File: src/rtl/output_grad_pkg.sv
// Shared types and constants for the output-layer gradient engine.
package output_grad_pkg;

   typedef enum logic [1:0] {
      ST_IDLE   = 2'd0,
      ST_LATCH  = 2'd1,
      ST_UPDATE = 2'd2,
      ST_DONE   = 2'd3
   } state_t;

   localparam int DEF_N_HIDDEN = 4;
   localparam int DEF_W_WIDTH  = 8;
   localparam int DEF_H_WIDTH  = 10;
   localparam int DEF_Y_WIDTH  = 19;
   localparam int DEF_T_WIDTH  = 4;
   localparam int DEF_LR_SHIFT = 19;

   // Error is target - output with both zero-extended, so one extra sign bit.
   function automatic int err_width(input int y_width);
      return y_width + 1;
   endfunction

endpackage

File: src/rtl/output_grad_engine_wgt_update_alu.sv
// Combinational weight update: w + ((err * h) >>> LR_SHIFT), narrowed to W_WIDTH.
// OUTPUT_GRAD_SAT_EN selects clamping (and clamp_o reporting); otherwise the sum wraps.
module wgt_update_alu #(
   parameter int W_WIDTH  = 8,
   parameter int H_WIDTH  = 10,
   parameter int E_WIDTH  = 20,
   parameter int LR_SHIFT = 19
) (
   input  logic signed [E_WIDTH-1:0] err_i,
   input  logic        [H_WIDTH-1:0] h_val_i,
   input  logic signed [W_WIDTH-1:0] w_i,
   output logic signed [W_WIDTH-1:0] w_o,
   output logic                      clamp_o
);

   localparam int P_WIDTH = E_WIDTH + H_WIDTH + 1;
   localparam int S_WIDTH = ((P_WIDTH > W_WIDTH) ? P_WIDTH : W_WIDTH) + 1;

   localparam logic signed [S_WIDTH-1:0] MAX_V =
      {{(S_WIDTH-W_WIDTH+1){1'b0}}, {(W_WIDTH-1){1'b1}}};
   localparam logic signed [S_WIDTH-1:0] MIN_V =
      {{(S_WIDTH-W_WIDTH+1){1'b1}}, {(W_WIDTH-1){1'b0}}};

   logic signed [H_WIDTH:0]   h_s;
   logic signed [P_WIDTH-1:0] prod;
   logic signed [P_WIDTH-1:0] delta;
   logic signed [S_WIDTH-1:0] sum;

   function automatic logic over_range(input logic signed [S_WIDTH-1:0] s);
      return (s > MAX_V) || (s < MIN_V);
   endfunction

   function automatic logic signed [W_WIDTH-1:0] sat_narrow(input logic signed [S_WIDTH-1:0] s);
      if (s > MAX_V)      return W_WIDTH'(MAX_V);
      else if (s < MIN_V) return W_WIDTH'(MIN_V);
      else                return W_WIDTH'(s);
   endfunction

   function automatic logic signed [W_WIDTH-1:0] wrap_narrow(input logic signed [S_WIDTH-1:0] s);
      return W_WIDTH'(s);
   endfunction

   assign h_s   = signed'({1'b0, h_val_i});
   assign prod  = P_WIDTH'(err_i) * P_WIDTH'(h_s);
   assign delta = prod >>> LR_SHIFT;
   assign sum   = S_WIDTH'(delta) + S_WIDTH'(w_i);

`ifdef OUTPUT_GRAD_SAT_EN
   assign w_o     = sat_narrow(sum);
   assign clamp_o = over_range(sum);
`else
   assign w_o     = wrap_narrow(sum);
   assign clamp_o = 1'b0;
`endif

endmodule

File: src/rtl/output_grad_engine.sv
// Output-layer backprop engine: one pass updates N_HIDDEN weights, one per cycle.
// Build option OUTPUT_GRAD_SAT_EN: saturate weights instead of wrapping.
module output_grad_engine
   import output_grad_pkg::*;
#(
   parameter int N_HIDDEN = DEF_N_HIDDEN,
   parameter int W_WIDTH  = DEF_W_WIDTH,
   parameter int H_WIDTH  = DEF_H_WIDTH,
   parameter int Y_WIDTH  = DEF_Y_WIDTH,
   parameter int T_WIDTH  = DEF_T_WIDTH,
   parameter int LR_SHIFT = DEF_LR_SHIFT
) (
   input  logic                        clk_i,
   input  logic                        rst_i,
   input  logic                        start_i,
   input  logic                        clear_i,
   input  logic        [T_WIDTH-1:0]   target_i,
   input  logic        [Y_WIDTH-1:0]   final_i,
   output logic [$clog2(N_HIDDEN)-1:0] h_addr_o,
   input  logic        [H_WIDTH-1:0]   h_val_i,
   input  logic [$clog2(N_HIDDEN)-1:0] w_rd_addr_i,
   output logic signed [W_WIDTH-1:0]   w_rd_data_o,
   output logic                        busy_o,
   output logic                        done_o,
   output logic                        sat_o
);

   localparam int AW = $clog2(N_HIDDEN);
   localparam int EW = err_width(Y_WIDTH);

   state_t                    state_q, state_d;
   logic [AW-1:0]             k_q;
   logic signed [EW-1:0]      err_q;
   logic [T_WIDTH-1:0]        tgt_q;
   logic [Y_WIDTH-1:0]        fin_q;
   logic signed [W_WIDTH-1:0] w_q [N_HIDDEN];
   logic signed [W_WIDTH-1:0] w_new;
   logic                      clamp;
   logic                      wr_en;
   logic                      start_acc;
   logic                      sat_q;
   logic                      k_last;

   assign k_last    = (k_q == AW'(N_HIDDEN-1));
   assign start_acc = (state_q == ST_IDLE) && start_i && !clear_i;

   always_ff @(posedge clk_i or negedge rst_i) begin
      if (!rst_i) state_q <= ST_IDLE;
      else        state_q <= state_d;
   end

   always_comb begin
      state_d  = state_q;
      busy_o   = 1'b0;
      done_o   = 1'b0;
      h_addr_o = '0;
      wr_en    = 1'b0;
      case (state_q)
         ST_IDLE:   if (start_i) state_d = ST_LATCH;
         ST_LATCH: begin
            busy_o  = 1'b1;
            state_d = ST_UPDATE;
         end
         ST_UPDATE: begin
            busy_o   = 1'b1;
            h_addr_o = k_q;
            wr_en    = 1'b1;
            if (k_last) state_d = ST_DONE;
         end
         ST_DONE: begin
            busy_o  = 1'b1;
            done_o  = 1'b1;
            state_d = ST_IDLE;
         end
         default:   state_d = ST_IDLE;
      endcase
      // Clear aborts any pass silently: no write, no completion pulse.
      if (clear_i) begin
         state_d = ST_IDLE;
         done_o  = 1'b0;
         wr_en   = 1'b0;
      end
   end

   always_ff @(posedge clk_i) begin
      if (start_acc) begin
         tgt_q <= target_i;
         fin_q <= final_i;
      end
   end

   always_ff @(posedge clk_i or negedge rst_i) begin
      if (!rst_i) begin
         k_q   <= '0;
         err_q <= '0;
         sat_q <= 1'b0;
      end else if (clear_i) begin
         k_q   <= '0;
         sat_q <= 1'b0;
      end else begin
         if (start_acc)           sat_q <= 1'b0;
         else if (wr_en && clamp) sat_q <= 1'b1;
         if (state_q == ST_LATCH)
            err_q <= signed'(EW'(tgt_q)) - signed'(EW'(fin_q));
         if (wr_en) k_q <= k_last ? '0 : k_q + AW'(1);
      end
   end

   always_ff @(posedge clk_i or negedge rst_i) begin
      if (!rst_i) begin
         for (int i = 0; i < N_HIDDEN; i++) w_q[i] <= '0;
      end else if (clear_i) begin
         for (int i = 0; i < N_HIDDEN; i++) w_q[i] <= '0;
      end else if (wr_en) begin
         w_q[k_q] <= w_new;
      end
   end

   wgt_update_alu #(
      .W_WIDTH  (W_WIDTH),
      .H_WIDTH  (H_WIDTH),
      .E_WIDTH  (EW),
      .LR_SHIFT (LR_SHIFT)
   ) u_alu (
      .err_i   (err_q),
      .h_val_i (h_val_i),
      .w_i     (w_q[k_q]),
      .w_o     (w_new),
      .clamp_o (clamp)
   );

   // Indices beyond N_HIDDEN exist only when N_HIDDEN is not a power of two.
   generate
      if ((1 << AW) == N_HIDDEN) begin : g_rd_full
         assign w_rd_data_o = w_q[w_rd_addr_i];
      end else begin : g_rd_guard
         assign w_rd_data_o = (w_rd_addr_i <= AW'(N_HIDDEN-1)) ? w_q[w_rd_addr_i] : '0;
      end
   endgenerate

   assign sat_o = sat_q;

endmodule

File: config.mk
export PLATFORM = sky130hd
export DESIGN_NAME = output_grad_engine
export DESIGN_NICKNAME = d
export VERILOG_FILES = /design/src/rtl/output_grad_pkg.sv /design/src/rtl/output_grad_engine_wgt_update_alu.sv /design/src/rtl/output_grad_engine.sv
export SDC_FILE = /design/constraint.sdc
export NUM_CORES = 1
export LEC_CHECK = 0
export CAP_MARGIN = 30
export CORE_ASPECT_RATIO = 1.75
export CORE_MARGIN = 8
export CORE_UTILIZATION = 60
export CTS_BUF_LIST = sky130_fd_sc_hd__clkbuf_2 sky130_fd_sc_hd__clkbuf_4 sky130_fd_sc_hd__clkbuf_8
export DETAILED_ROUTE_END_ITERATION = 10
export PLACE_DENSITY = 0.89
export SETUP_SLACK_MARGIN = 0.05
export SLEW_MARGIN = 0
export SYNTH_ARGS = -nofsm -noshare
export SYNTH_HDL_FRONTEND = slang
export SYNTH_SLANG_ARGS = --single-unit
File: constraint.sdc
create_clock -name clk_i -period 18.6 [get_ports clk_i]
set_input_delay 3.72 -clock clk_i [delete_from_list [all_inputs] [get_ports clk_i]]
set_output_delay 3.72 -clock clk_i [all_outputs]
set_load 0.1 [all_outputs]
==> reports/metrics.yaml <==
floorplan:
  chipHeight_um: 189.0
  io-pin-count: 52
  start_util_pct: 60.81
  fp.dieW_um: 114.8
  die_area_um2: 21700
  num_rows: 63
  core_region_area_um2: 16870
finish:
  drive_above_1_share_pct: 4.336
  final_area_um2: 11050
  diodes: 0
  final_cells: 1311
  final_nets: 1351
  area_growth_pct: 7.709
timing:
  tightest_slew_ps: 974.0
  hold_violations: 0
  drv_slew: 0
  fin_crit_ps: 11320
  setup-violations-final: 0
  period_share_pct: 60.85
  fmax_mhz: 88.36
  setup_tns_ps: 0
  worst_clock_skew_ps: 11.72
  max_slew_margin_pct: 34.86
  rsz0062_at_grt: "no"
global_routing:
  grt_first_pass_wirelength_um: 39630
  antenna_found_initial: 0
  grt_max_degree: 57
  grt_pass1_vias: 8492
  grtUsageTotal_pct: 23.50
  grt.overflow.total: 0
critical_path:
  worst_setup_path_end_kind: "flip-flop"
  critPathMaxFanout: 21
  worst_setup_path_start_kind: "primary input"
  critical_path_class: "in -> reg"
  critPathArrivalTime_ps: 11620
  r2r_slack_ps: 11110
  crit_required_ps: 18900
clocking:
  numCtsBuffers: 9
  clk_pin_slew_ps: 90
  htreeDepth: 3
  cts-resized-gates: 0
  ctsHoldBuffers: 0
  cts_tree: "built"
  clockRootBuffer: "clkbuf_8"
  clock_latency_ps: 380
  clock_path_buffers: 2
  clkSinkCount: 79
  cts_setup_buffers: 0
place:
  gp_congestion: 0.8904
  dp_hpwl_um: 18640
  dp.cells: 1295
  portBuffers: 50
  placedInstanceArea_um2: 10850
drt:
  wl_per_cell_um: 17.65
  firstDrtPassIters: 5
  dr.first_iter.drc_count: 376
  drc_errors: 0
  dr_total_vias: 7376
  vias_per_cell: 5.626
  routed_wl_um: 23140
  ant_nets: 0
logic_synthesis:
  synthCells: 1070
  synth_fp_nets: 1342
  synthDistinctLibCells: 59
  async_flop_share_pct: 70.89
  synth_ff_type: "dfrtp_1"
  synth.avg_cell_area_um2: 9.586
  synth-edff-count: 23
  syn_area_um2: 10260
  ys_seq_area_share_pct: 20.40
  synth-warning-count: 0
  ys_seq_elements: 79
status:
  status: "finished clean"
flow_run:
  cap_violations: 0
worst_hold_path:
  worstHoldPathType: "reg -> reg"
## final cells by class
cell class,count,area [um2]
clock buffers,10,131.4
clock inverters,6,66.31
fillers,1308,5821
inverters,199,747.0
multi-input cells,736,7202
flip-flops and latches,79,2092
well taps,227,284.0
repair buffers,54,525.5
## Yosys cell counts (6+ instances only)
cell      count  share of area (%)
fa_1        157                 31
nand2_1     170                6.2
xnor2_1      28                2.4
edfxtp_1     23                6.7
nor3_1        7               0.34
o21ai_0      22                1.1
clkbuf_1     48                1.8
nor2_1       26               0.95
nand2b_1      6               0.37
inv_1       199                7.3
and2_1      107                6.5
dfrtp_1      56                 14
ha_1         76                9.3
mux4_2       16                3.5
a21oi_1      35                1.7
xor2_1       15                1.3
## worst max-delay path, stage by stage
cell	delay (ps)
clkdlybuf4s50_1	1030
nand2_1	190
fa_1	580
inv_1	70
fa_1	560
fa_1	450
fa_1	540
inv_1	50
fa_1	530
inv_1	40
ha_1	300
nand3_1	100
or4b_1	540
or2_0	230
o221ai_2	270
a21o_2	220
a21oi_1	110
o311ai_2	240
ha_1	290
inv_1	80
nor2_1	50
o31a_1	120
o41ai_1	340
xnor3_1	590
nand2b_1	200
o211ai_1	160
## registers in the layout (all words and copies together), names as in the netlist
name	count
err_q	20
state_q	2
k_q	2
tgt_q	4
w_q	32
fin_q	19
## kinds of logic (layout without fill, tap and decap cells)
logic type      after synthesis  count (layout)  share of synthesized area (%)
flops                        79              79                          20.40
mux                          20              20                          3.928
simple gates                341             341                          16.36
xor+xnor                     44              44                          3.891
compound gates               97              97                          6.038
other cells                   1               1                        0.03656
fa+ha+maj                   233             233                          39.91
buf+inv                     255             269                          9.441
## through the flow
step                setup slack, ps  util (%)  hold slack, ps
global route                   6998     65.49           571.5
finish                         7282     65.49           550.3
global placement               7212     64.32           519.6
floorplan                      8244         -           477.5
CTS                            7366     65.49           548.9
detailed placement             6982     64.32           533.6
## final timing paths
kind,cells past startpoint,end,startpoint
worst max-delay path,26,w_q[31],h_val_i[5]
worst min-delay path,2,w_q[14],w_q[14]
worst max register to register,25,w_q[31],err_q[13]
min in group asynchronous,2,w_q[24],rst_i
max in group asynchronous,2,err_q[19],rst_i
worst min register to register,2,w_q[14],w_q[14]
## per-layer routing
metal  GRT usage [%]  up-vias  wire length, um
li1                -     3318                -
met1           22.56     3700             7489
met2           44.10      264            13020
met3           3.413       94             1083
met4           16.57        0             1545
met5               0        -                0
## cell usage in the layout (no fill, tap or decap), drive strengths merged, types with 3 or more instances in the layout
cell | Yosys | layout
fa | 157 | 157
nor2b | 5 | 5
nor3 | 7 | 7
nor4 | 3 | 3
o2111ai | 5 | 5
nand3b | 4 | 4
ha | 76 | 76
mux4 | 16 | 16
nand2 | 170 | 170
dfrtp | 56 | 56
and2 | 107 | 107
clkdlybuf4s50 | 0 | 49
xor2 | 15 | 15
a211oi | 5 | 5
xnor2 | 28 | 28
edfxtp | 23 | 23
buf | 8 | 5
clkbuf | 48 | 10
o211ai | 5 | 5
nor2 | 26 | 26
o21ai | 23 | 23
a21oi | 36 | 36
inv | 199 | 201
o21a | 4 | 4
nand2b | 6 | 6
Power is not shown: default switching activity piles up to over one toggle a cycle in this logic, so the estimate is an artifact.
